$ cat config.mk
export PLATFORM = sky130hd
export DESIGN_NAME = led_btn_ctrl_flat
export DESIGN_NICKNAME = d
export VERILOG_FILES = /design/src/rtl/led_btn_ctrl_if.sv /design/src/rtl/led_btn_ctrl.sv /design/src/flat_wrapper.sv
export SDC_FILE = /design/constraint.sdc
export NUM_CORES = 1
export LEC_CHECK = 0
export BUFFER_PORTS_ARGS = -buffer_cell sky130_fd_sc_hd__buf_2
export CAP_MARGIN = 10
export CELL_PAD_IN_SITES_DETAIL_PLACEMENT = 1
export CELL_PAD_IN_SITES_GLOBAL_PLACEMENT = 2
export CORE_ASPECT_RATIO = 0.8
export CORE_MARGIN = 4
export CORE_UTILIZATION = 42
export DETAILED_ROUTE_END_ITERATION = 12
export GPL_TIMING_DRIVEN = 0
export PLACE_DENSITY_LB_ADDON = 0.1
export SYNTH_ARGS = -nofsm -noshare
export SYNTH_HDL_FRONTEND = slang
export SYNTH_SLANG_ARGS = --single-unit
$ cat constraint.sdc
create_clock -name clk -period 4.7 [get_ports clk]
set_input_delay 0.47 -clock clk [delete_from_list [all_inputs] [get_ports clk]]
set_output_delay 0.47 -clock clk [all_outputs]
set_load 0.01 [all_outputs]
$ cat src/rtl/led_btn_ctrl_if.sv
// Button inputs and shifter-control outputs of the LED shifter front end.
// The controller is the slave side; the board or bench drives the master side.
interface led_btn_ctrl_if;
    logic       btn_mode;
    logic       btn_stop;
    logic [1:0] mode;
    logic       stop;
    logic       step;
    logic       mode_chg;

    modport master (
        output btn_mode, btn_stop,
        input  mode, stop, step, mode_chg
    );

    modport slave (
        input  btn_mode, btn_stop,
        output mode, stop, step, mode_chg
    );
endinterface

$ cat src/rtl/led_btn_ctrl.sv
// LED shifter front end: synchronises and debounces two push-buttons,
// cycles the pattern mode, toggles freeze and generates the step tick.
module led_btn_ctrl #(
    parameter int DEB_CYCLES = 1_000_000,
    parameter int TICK_DIV   = 12_500_000,
    parameter int MODE_MAX   = 2
) (
    input  logic          clk,
    input  logic          reset,
    led_btn_ctrl_if.slave bus
);
    localparam int DCW = $clog2(DEB_CYCLES);
    localparam int TCW = $clog2(TICK_DIV);

    localparam logic [DCW-1:0] DEB_LAST  = DCW'(DEB_CYCLES - 1);
    localparam logic [DCW-1:0] DCNT_ONE  = DCW'(1);
    localparam logic [TCW-1:0] TCNT_LAST = TCW'(TICK_DIV - 1);
    localparam logic [TCW-1:0] TCNT_ONE  = TCW'(1);
    localparam logic [1:0]     MODE_TOP  = 2'(MODE_MAX);

    // Index 0 is the mode button, index 1 the stop button.
    logic [1:0]          btn_raw;
    logic [1:0]          s1_q, s1_d;
    logic [1:0]          s2_q, s2_d;
    logic [1:0]          deb_q, deb_d;
    logic [1:0]          debp_q, debp_d;
    logic [1:0][DCW-1:0] dcnt_q, dcnt_d;
    logic [1:0]          press;

    logic [1:0]          mode_q, mode_d;
    logic                stop_q, stop_d;
    logic                step_q, step_d;
    logic                mode_chg_q, mode_chg_d;
    logic [TCW-1:0]      tcnt_q, tcnt_d;

    assign btn_raw = {bus.btn_stop, bus.btn_mode};

    always_comb begin
        s1_d   = btn_raw;
        s2_d   = s1_q;
        debp_d = deb_q;
        deb_d  = deb_q;
        dcnt_d = '0;
        for (int i = 0; i < 2; i++) begin
            if (s2_q[i] != deb_q[i]) begin
                if (dcnt_q[i] == DEB_LAST) begin
                    deb_d[i] = s2_q[i];
                end else begin
                    dcnt_d[i] = dcnt_q[i] + DCNT_ONE;
                end
            end
        end
    end

    // Only the rising edge of the debounced level acts; releases are ignored.
    assign press = deb_q & ~debp_q;

    always_comb begin
        mode_d     = mode_q;
        stop_d     = stop_q;
        step_d     = 1'b0;
        mode_chg_d = 1'b0;
        tcnt_d     = tcnt_q;

        if (!stop_q) begin
            if (tcnt_q == TCNT_LAST) begin
                tcnt_d = '0;
                step_d = 1'b1;
            end else begin
                tcnt_d = tcnt_q + TCNT_ONE;
            end
        end

        // A mode change restarts the step phase and suppresses any pending step.
        if (press[0]) begin
            mode_d     = (mode_q == MODE_TOP) ? 2'd0 : mode_q + 2'd1;
            mode_chg_d = 1'b1;
            tcnt_d     = '0;
            step_d     = 1'b0;
        end

        if (press[1]) begin
            stop_d = ~stop_q;
        end
    end

    always_ff @(posedge clk) begin
        if (reset) begin
            s1_q       <= '0;
            s2_q       <= '0;
            deb_q      <= '0;
            debp_q     <= '0;
            dcnt_q     <= '0;
            mode_q     <= '0;
            stop_q     <= 1'b0;
            step_q     <= 1'b0;
            mode_chg_q <= 1'b0;
            tcnt_q     <= '0;
        end else begin
            s1_q       <= s1_d;
            s2_q       <= s2_d;
            deb_q      <= deb_d;
            debp_q     <= debp_d;
            dcnt_q     <= dcnt_d;
            mode_q     <= mode_d;
            stop_q     <= stop_d;
            step_q     <= step_d;
            mode_chg_q <= mode_chg_d;
            tcnt_q     <= tcnt_d;
        end
    end

    assign bus.mode     = mode_q;
    assign bus.stop     = stop_q;
    assign bus.step     = step_q;
    assign bus.mode_chg = mode_chg_q;
endmodule

$ cat src/flat_wrapper.sv
// flat-port wrapper written by rule: the top's interface ports become plain ports
module led_btn_ctrl_flat 
#(
    parameter int DEB_CYCLES = 1_000_000,
    parameter int TICK_DIV   = 12_500_000,
    parameter int MODE_MAX   = 2
)
  (clk, reset, bus_btn_mode, bus_btn_stop, bus_mode, bus_stop, bus_step, bus_mode_chg);
  led_btn_ctrl_if bus_i ();
  input  logic clk;
  input  logic reset;
  input wire logic [$bits(bus_i.btn_mode)-1:0] bus_btn_mode;
  input wire logic [$bits(bus_i.btn_stop)-1:0] bus_btn_stop;
  output wire logic [$bits(bus_i.mode)-1:0] bus_mode;
  output wire logic [$bits(bus_i.stop)-1:0] bus_stop;
  output wire logic [$bits(bus_i.step)-1:0] bus_step;
  output wire logic [$bits(bus_i.mode_chg)-1:0] bus_mode_chg;
  assign bus_i.btn_mode = bus_btn_mode;
  assign bus_i.btn_stop = bus_btn_stop;
  assign bus_mode = bus_i.mode;
  assign bus_stop = bus_i.stop;
  assign bus_step = bus_i.step;
  assign bus_mode_chg = bus_i.mode_chg;
  led_btn_ctrl #(.DEB_CYCLES(DEB_CYCLES), .TICK_DIV(TICK_DIV), .MODE_MAX(MODE_MAX)) u_core (.clk(clk), .reset(reset), .bus(bus_i));
endmodule
==> results.md <==
Timing:
- For the final database, setup skew stands at around 6.7 ps.
- For this run, the top clock speed supported by timing is 428 MHz.
- Setup repair after global routing left no endpoint under its margin.
- Setup violations remaining at the end of the flow were counted as 0.
- The number of slew-limit violations in the final report is 0.
- The remaining max-slew budget at the tightest pin is 0.505.
- The sum of negative setup slack is 0 ps.
- The worst path in the final design needs a cycle of ~2300 ps, including I/O delays and setup.
- Of the available clock period, the critical path in the final layout requires 0.497.
- The number of hold-slack violations in the final timing report is 0.
- The actual slew at the worst max-slew pin is 738 ps.

Detailed routing:
- Once detail routing completed, the nets flagged for antenna violations numbered 0.
- The wire length per cell is approximately 14 µm.
- The total vias in the final route is between 2k and 3k.
- The total DRC errors in the routed layout is 0.
- The vias per cell is 5.28.
- In this run, the number of DRC markers left after iteration 0 of detailed routing was between 70 and 80.
- For this run, the detailed router's first-pass iteration total came to 4.
- The aggregate routed wire length is between 7000 and 8000 µm.

Yosys:
- After synthesis the cells add up to 0.00340 mm².
- The sequential area share after synthesis is 0.454.
- The number of flip-flops and latches in the synthesized netlist is 77.
- The post-synth net total is about 390.
- In the synthesized netlist the async set-or-reset flop fraction comes to 0.
- A synthesized cell averages 8.92 µm².
- Counting flops with a built-in enable in the synthesized netlist gives 0.
- The cell count after synthesis is around 380.
- The yosys synthesis warning count is 0.
- The most common flop cell mapped by yosys is sky130_fd_sc_hd__dfxtp_1.
- The netlist uses 43 different library cells.

Worst setup path:
- The worst setup path is captured at a flip-flop.
- The worst setup path is launched from a flip-flop.
- The startpoint identified for the worst register-to-register timing path is u_core.dcnt_q[27].
- The critical path data arrival time is between 2000 and 3000 ps.
- Of all nets on the critical path, the largest fanout is 10.
- The worst path required time is a little under 5000 ps.
- The setup path with the least slack is of type reg -> reg.
- The reg-to-reg setup timing slack is approximately 2400 ps.
- Counting cells, the worst reg-to-reg path comes to 5.
- The end of the worst register-to-register path is u_core.dcnt_q[25].

Pwr:
- The total leakage power is roughly 1.2 nW.
- The power density relative to cell area is a little over 300 mW/mm².
- Across the VDD grid, the largest voltage drop is about 140 µV.
- The overall power consumption is 1.17 mW.

Cells and area:
- Compared with the post-synthesis result, the final layout area differs by 10.8%.
- The top cell types in the final layout, fill and taps aside, are 77 x sky130_fd_sc_hd__dfxtp_1, 48 x sky130_fd_sc_hd__nor2_1, 23 x sky130_fd_sc_hd__nand3_1, 23 x sky130_fd_sc_hd__a21oi_1, 22 x sky130_fd_sc_hd__xnor2_1.
- The fraction of layout instances using a drive strength above 1 is 0.0914.
- 0 antenna diodes ended up in the layout.
- The library cell used most frequently in the layout, excluding fill and tap cells, is sky130_fd_sc_hd__dfxtp_1.
- The number of fill cells in the layout is approximately 950.
- After the last flow step, the layout net total stands at just over 400.
- The multi-input combinational cells in the finished layout cover a total of 0.00177 mm².
- The flip-flop and latch area is roughly 0.0015 mm².

Die:
- The initialized floorplan defines 29 standard-cell rows.
- The chip width is 109 µm.
- The core outline area is 0.00791 mm².
- The starting utilization of the core area is 0.430.
- For this design the top-level I/O count stands at 9.
- The die outline area is 0.00960 mm².
- The vertical die dimension is 88.5 µm.

Clock tree:
- The number of buffers added for setup after CTS is 0.
- The clock drives 77 sinks.
- The clock tree from TritonCTS is built.
- In this run, post-CTS repair resized a total of 0 instances.
- The number of buffers created by CTS is 9.
- The hold-fix buffer count after cts is 0.
- The clock root buffer is sky130_fd_sc_hd__clkbuf_8.
- The largest buffer count on any clock path is 2.
- The H-tree level count is 3.
- The insertion delay to the later sink of the worst-skew pair is between 300 and 400 ps.
- After clock tree synthesis, the clock-pin slew on the worst setup and hold paths is 80 ps.

Hold path:
- The cell depth of the worst hold path is 2.
- The worst min-delay path endpoint is u_core.s1_q[0].
- The path class of the tightest hold or removal check is in -> reg.
- In this run the most critical hold path is launched from bus_btn_mode.

Global routing:
- The via count of the first global-routing pass is approximately 2.7k.
- Entering global routing, the biggest net connects 14 pins.
- The first-pass GRT wire length is 12,800 µm.
- The total routing usage reported by global routing is 0.170.
- The final global-route overflow total is 0.
- The number of antenna violations at the first check in global routing came to 0.

Place:
- At the end of routability-driven placement, the weighted congestion stood at a little under 0.8.
- Once detailed placement completed, the half-perimeter wirelength came to between 5000 and 6000 µm.
- The number of buffers inserted by port buffering is 8.

Run status:
- The run finished with clean final reports.

Job:
- Max-cap violations in this run came to 0.
-- where the power goes --
part / switching [mW] / internal (mW)
registers: 0.00438 / 0.656
logic: 0.0138 / 0.00769
clock network: 0.249 / 0.242
-- critical path: stages, from the launching register on --
cell and delay, ps:
sky130_fd_sc_hd__dfxtp_1 370, sky130_fd_sc_hd__nor4b_1 450, sky130_fd_sc_hd__nand4b_1 240, sky130_fd_sc_hd__o21ai_1 640, sky130_fd_sc_hd__clkbuf_1 430, sky130_fd_sc_hd__nor2_1 90
-- logic make-up (layout without fill, tap and decap cells) --
family / after synthesis / count (layout) / synth area share
xor+xnor: 41 / 41 / 0.106
buf+inv: 20 / 44 / 0.0258
simple gates: 188 / 188 / 0.313
flops: 77 / 77 / 0.454
mux: 1 / 1 / 0.00295
fa+ha+maj: 3 / 3 / 0.0110
compound gates: 51 / 51 / 0.0876
-- cell type report --
cell class / count / share of cell area
inverter: 8 / 0.00798
multi-input combinational: 284 / 0.470
timing repair buffer: 8 / 0.0106
clock inverter: 7 / 0.0176
sequential: 77 / 0.410
clock buffer: 9 / 0.0329
buffer: 12 / 0.0153
tap: 108 / 0.0359
-- how the worst max path moves through the flow --
stage | slack (ps) | to | startpoint
after floorplan | 2780 | u_core.dcnt_q[38] | u_core.dcnt_q[20]
after global routing | 2130 | u_core.dcnt_q[29] | u_core.dcnt_q[20]
after CTS | 2310 | u_core.dcnt_q[32] | u_core.dcnt_q[27]
after global placement | 2400 | u_core.dcnt_q[32] | u_core.dcnt_q[27]
after detailed placement | 2360 | u_core.dcnt_q[28] | u_core.dcnt_q[27]
final | 2360 | u_core.dcnt_q[25] | u_core.dcnt_q[27]
-- cell usage after synthesis, types with 4 or more instances --
| master | count | area, µm² |
|---|---|---|
| sky130_fd_sc_hd__dfxtp_1 | 77 | 1540 |
| sky130_fd_sc_hd__nor2_1 | 48 | 180 |
| sky130_fd_sc_hd__a21oi_1 | 23 | 115 |
| sky130_fd_sc_hd__nand3_1 | 23 | 115 |
| sky130_fd_sc_hd__xnor2_1 | 22 | 193 |
| sky130_fd_sc_hd__nand2_1 | 21 | 78.8 |
| sky130_fd_sc_hd__xor2_1 | 19 | 166 |
| sky130_fd_sc_hd__o21ai_0 | 16 | 80.1 |
| sky130_fd_sc_hd__or3_1 | 16 | 100 |
| sky130_fd_sc_hd__nand4_1 | 14 | 87.6 |
| sky130_fd_sc_hd__nor2b_1 | 11 | 68.8 |
| sky130_fd_sc_hd__or4_1 | 11 | 82.6 |
| sky130_fd_sc_hd__inv_1 | 8 | 30.0 |
| sky130_fd_sc_hd__o31ai_1 | 8 | 60.1 |
| sky130_fd_sc_hd__clkbuf_1 | 7 | 26.3 |
| sky130_fd_sc_hd__nor4_1 | 7 | 43.8 |
| sky130_fd_sc_hd__and4_1 | 6 | 52.6 |
| sky130_fd_sc_hd__nor3_1 | 6 | 30.0 |
| sky130_fd_sc_hd__and2_1 | 4 | 25.0 |
-- per-stage QoR --
step	utilization	setup WS (ps)	std cells	instance area (µm²)	hold slack, ps
2_1_floorplan	-	2780	381	3400	414
3_3_place_gp	0.452	2400	497	3570	418
3_5_place_dp	0.452	2360	497	3570	431
4_1_cts	0.476	2310	513	3760	299
5_1_grt	0.476	2130	513	3760	306
6_report	0.476	2360	513	3760	318
-- sequential cells by signal, indices dropped and copies added, names as in the netlist --
register	flops
u_core.dcnt_q	40
u_core.tcnt_q	24
u_core.bus.mode	2
u_core.deb_q	2
u_core.debp_q	2
u_core.s1_q	2
u_core.s2_q	2
u_core.bus.mode_chg	1
u_core.bus.step	1
u_core.bus.stop	1
-- layer usage --
layer  vias to the layer above  track usage  part of all wire
met4                         0       0.0482             0.012
met1                      1294        0.222              0.51
met2                        21        0.273              0.45
met5                         -            0                 0
met3                         7       0.0525             0.027
li1                       1389            -                 -
No activity file was read; power rests on OpenSTA's default activity.
